**config.mk**
```make
export PLATFORM = sky130hd
export DESIGN_NAME = switch_pattern_decoder
export DESIGN_NICKNAME = d
export VERILOG_FILES = /design/src/rtl/switch_pattern_decoder.sv
export SDC_FILE = /design/constraint.sdc
export NUM_CORES = 1
export LEC_CHECK = 0
export CORE_MARGIN = 3
export CORE_UTILIZATION = 55
export CTS_CLUSTER_DIAMETER = 150
export DETAILED_ROUTE_END_ITERATION = 12
export PLACE_DENSITY_LB_ADDON = 0.12
export SLEW_MARGIN = 10
export SYNTH_ARGS = -nofsm -noshare
export SYNTH_HDL_FRONTEND = slang
export SYNTH_SLANG_ARGS = --single-unit
```
**constraint.sdc**
```tcl
create_clock -name clk -period 3.75 [get_ports clk]
set_clock_uncertainty 0.05 [all_clocks]
set_input_delay 1.125 -clock clk [delete_from_list [all_inputs] [get_ports clk]]
set_output_delay 1.125 -clock clk [all_outputs]
set_load 0.005 [all_outputs]
```
**src/rtl/switch_pattern_decoder.sv**
```systemverilog
// switch_pattern_decoder: accepts 5-bit op/idx codes over valid/ready and
// rebuilds the 8-bit switch pattern they describe. After every accepted
// code the block stays busy for HOLD_CYCLES cycles so that each pattern
// remains visible before the next code is taken.
module switch_pattern_decoder #(
  parameter int HOLD_CYCLES = 4,   // legal range 1..255
  parameter int CNT_W       = 8    // minimum 1
) (
  input  logic             clk,
  input  logic             rst_n,
  input  logic [4:0]       code_in,
  input  logic             code_valid,
  output logic             code_ready,
  output logic [7:0]       switch_out,
  output logic             update,
  output logic [CNT_W-1:0] update_count
);

  typedef enum logic {
    IDLE = 1'b0,
    HOLD = 1'b1
  } state_t;

  localparam logic [1:0] OP_ONEHOT = 2'b00;
  localparam logic [1:0] OP_THERM  = 2'b01;
  localparam logic [1:0] OP_TOGGLE = 2'b10;
  localparam logic [1:0] OP_CLEAR  = 2'b11;

  state_t           state_reg;
  logic [7:0]       hold_cnt_reg;
  logic [7:0]       pattern_reg;
  logic [7:0]       pattern_next;
  logic             update_reg;
  logic [CNT_W-1:0] count_reg;

  logic [1:0] op;
  logic [2:0] idx;
  logic [7:0] onehot;
  logic [7:0] therm;

  assign op  = code_in[4:3];
  assign idx = code_in[2:0];

  // Per-bit decode of idx. Bit gi of (1 << idx) is set only when idx == gi,
  // and bit gi of ((2 << idx) - 1) is set whenever idx >= gi, so the 9-bit
  // shift-and-subtract form collapses to plain comparators here.
  genvar gi;
  generate
    for (gi = 0; gi < 8; gi++) begin : g_dec
      assign onehot[gi] = (idx == 3'(gi));
      assign therm[gi]  = (idx >= 3'(gi));
    end
  endgenerate

  // Pattern that the current code would produce if accepted this cycle.
  always_comb begin
    pattern_next = pattern_reg;
    case (op)
      OP_ONEHOT: pattern_next = onehot;
      OP_THERM:  pattern_next = therm;
      OP_TOGGLE: pattern_next = pattern_reg ^ onehot;
      OP_CLEAR:  pattern_next = 8'h00;
      default:   pattern_next = pattern_reg;
    endcase
  end

  // Handshake FSM: accept in IDLE, then count down the hold interval.
  // Pattern, pulse and counter are all updated on the accepting edge.
  always_ff @(posedge clk or negedge rst_n) begin
    if (!rst_n) begin
      state_reg    <= IDLE;
      hold_cnt_reg <= 8'd0;
      pattern_reg  <= 8'h00;
      update_reg   <= 1'b0;
      count_reg    <= '0;
    end else begin
      update_reg <= 1'b0;
      case (state_reg)
        IDLE: begin
          if (code_valid) begin
            pattern_reg  <= pattern_next;
            update_reg   <= 1'b1;
            count_reg    <= count_reg + CNT_W'(1);
            hold_cnt_reg <= 8'(HOLD_CYCLES);
            state_reg    <= HOLD;
          end
        end
        HOLD: begin
          hold_cnt_reg <= hold_cnt_reg - 8'd1;
          if (hold_cnt_reg == 8'd1) begin
            state_reg <= IDLE;
          end
        end
        default: state_reg <= IDLE;
      endcase
    end
  end

  // Ready comes straight from the state register, never from code_valid.
  assign code_ready   = (state_reg == IDLE);
  assign switch_out   = pattern_reg;
  assign update       = update_reg;
  assign update_count = count_reg;

endmodule

```
==> results.md <==
- M3 GR Usage: 0.0299
- Startpoint class of the critical path: flip-flop
- PD cells: about 590 mW/mm2
- First-pass GRT wire length: around 5100 um
- Syn Std Cell Area: about 0.0014 mm2
- Total of max-cap violations: 0
- CP Cell Sequence: inv_1 -> clkdlybuf4s50_1
- Fmax: roughly 360 MHz
- Port bufs: 25
- Synth cell types: 39
- Row cnt: 17
- Final WL: roughly 3000 um
- Worst VDD drop: approximately 0.45 mV
- Post-route DRC: 0
- Run status: finished, final reports clean
- Yosys warns: 0
- Largest net degree at the start of global routing: 27
- Hold_buf cts: 0
- GR Util met2: 0.335
- Root Buffer: clkbuf_4
- Routing usage on met1: 0.263
- Final Hold Viols: 0
- DR pass1 iterations: 4
- HP Start: update_count[5]
- Average size of a mapped cell: approximately 9.5 um2
- Clock transition at path regs: 150 ps
- Share of the synthesized area in the top cell type: 0.465
- Layout cell share with drive strength beyond 1: 0.0529
- Endpoint class of the critical path: primary output
- Htree depth: 1
- Total track usage: 0.199
- CTS tree: done
- Post-route ant nets: 0
- Leading area contributor after synthesis: dfrtp_1
- Max Root-Sink Buffers: 2
- Hold crit path type: reg -> reg
- Core Region: between 0.002 and 0.0025 mm2
- Crit path DAT: approximately 1600 ps
- Area grow syn2layout: 21.4%
- Leak: a little over 0.0007 uW
- Die width: approximately 56 um
- Setup violators final: 0
- Setup CP Type: reg -> out
- Total gr overflow: 0
- Fin util: 0.733
- Die ar.: between 0.003 and 0.004 mm2
- Num ports: 26
- Top cells by area, synth: dfrtp_1, xnor2_1, o21ai_0
- CP max stage cell: clkdlybuf4s50_1
- WL/cell: 15.1 um
- Critical R2R Launch: state_reg
- Hold-critical path depth: 1
- Initial Util: 0.604
- Largest fanout on the critical path: 7
- Data required, critical path: 2570 ps
- Worst skew pair latency: between 300 and 400 ps
- Vias in the first global route: between 1000 and 1500
- Worst-case reg-to-reg path depth: 5
- Setup slack on the worst flop-to-flop path: about 2000 ps
- Post-route clock period utilization: 0.731
- Diodes inserted: 0
- HPWL Detailed: just over 2000 um
- Antenna violations before repair: 0
- Post-cts resize count: 0
- RSZ-0062 raised after global routing: no
- Min Tclk post-route: about 2700 ps
- Chip Height: between 50 and 60 um
- Syn Nets: between 150 and 200
- Post-Syn Instances: ~150
- DR iter-0 viols: 34
- Seq cells post-synth: 26
- CTS buffer count: 3
- Layout Nets: 182
- Relative slew margins: 0.687
- Worst Max-Slew Pin Slew: between 400 and 500 ps
- Fin. max-slew vios: 0
- Vias: ~1200
- Vias per cell: between 5 and 6
- CTS sink count: 26
- Fin Setup TNS: 0 ps
- Sequential area share after synthesis: 0.465
- Hold endpoint: update_count[5]
- Worst path max stage delay: approximately 550 ps
- Reg2reg end: switch_out[5]
- Placer Congestion: approximately 0.81
- Post CTS Setup Buffer Count: 0
- Busiest grt layer: met2
cell usage after synthesis, drive strengths merged:
library cell and count:
nor3b 2, a21oi 6, a221o 2, a32o 2, or4b 1, o21ai 12
xor2 1, and3b 1, a2bb2oi 1, mux2i 1, nand3 7, a311o 1
ha 3, nand2 12, nand2b 3, o41ai 2, nand3b 3, o311ai 1
and3 4, o31ai 1, o22ai 2, nor2 9, clkbuf 1, buf 7
inv 8, o211ai 1, a31oi 4, xnor2 7, dfrtp 26, nor2b 3
nor3 9, nor4 4, o21a 1
how the worst max path moves through the flow:
stage | from | end | slack [ps] | cells past startpoint
3_3_place_gp | code_valid | switch_out[5] | 930 | 6
2_1_floorplan | code_in[1] | switch_out[4] | 1610 | 5
4_1_cts | state_reg | code_ready | 1010 | 2
5_1_grt | state_reg | code_ready | 930 | 2
3_5_place_dp | code_valid | switch_out[5] | 860 | 6
6_report | state_reg | code_ready | 1010 | 2
power by group:
| group | switching, uW | internal [uW] | leakage, uW | total [uW] |
|---|---|---|---|---|
| clock | 85.4 | 108 | 0.0000279 | 194 |
| sequential | 104 | 373 | 0.000317 | 476 |
| combinational | 144 | 192 | 0.000368 | 337 |
| total | 333 | 673 | 0.000713 | 1010 |
stage by stage:
stage | std cells | hold WS (ps) | power [uW] | worst slack [ps] | area [um2]
5_1_grt | 198 | 456 | 1080 | 929 | 1700
2_1_floorplan | 148 | 400 | 653 | 1610 | 1400
6_report | 198 | 446 | 1010 | 1010 | 1700
4_1_cts | 198 | 450 | 1010 | 1010 | 1700
3_5_place_dp | 194 | 429 | 815 | 860 | 1650
3_3_place_gp | 194 | 410 | 799 | 928 | 1650
metal layers:
metal  up-vias  share of wire
li1        580              -
met1       551           0.45
met2        29           0.50
met3         4          0.042
met4         0         0.0084
met5         -              0
layout by cell type (no fill, tap or decap), types with 2 or more instances in the layout:
cell type	instances
a32o_1	2
clkdlybuf4s50_1	25
dfrtp_1	26
nor2_1	9
o41ai_1	2
nand3b_1	3
nand2b_1	2
o22ai_1	2
nor2b_1	3
ha_1	3
o21ai_1	2
nand3_1	7
inv_1	7
o21ai_0	10
a221o_1	2
xnor2_1	7
nor3_1	9
nor4_1	3
nand2_1	12
a21oi_1	6
a31oi_1	4
and3_1	4
clkbuf_4	3
cell type report:
type | instances | area (um2)
Inverter | 8 | 30.0
Clock inverter | 1 | 30.0
Fill cell | 169 | 618
Multi-Input combinational cell | 106 | 674
Tap cell | 28 | 35.0
Sequential cell | 26 | 651
Clock buffer | 3 | 22.5
Timing Repair Buffer | 26 | 258
kinds of logic after synthesis:
| kind of cell | count (synthesis) | share of synthesized area |
|---|---|---|
| AND/OR/NAND/NOR | 58 | 0.230 |
| multiplexers | 1 | 0.00715 |
| adder cells (fa/ha/maj) | 3 | 0.0268 |
| XOR/XNOR | 8 | 0.0500 |
| buffers and inverters | 16 | 0.0536 |
| AO/OA/AOI/OAI | 36 | 0.168 |
| flip-flops | 26 | 0.465 |
worst max-delay path: cells and delay by family (launching register included):
family / cells / cell delay, ps
flops: 1 / 480
buf+inv: 2 / 760
Note: power is estimated with default switching activity, not from simulation.
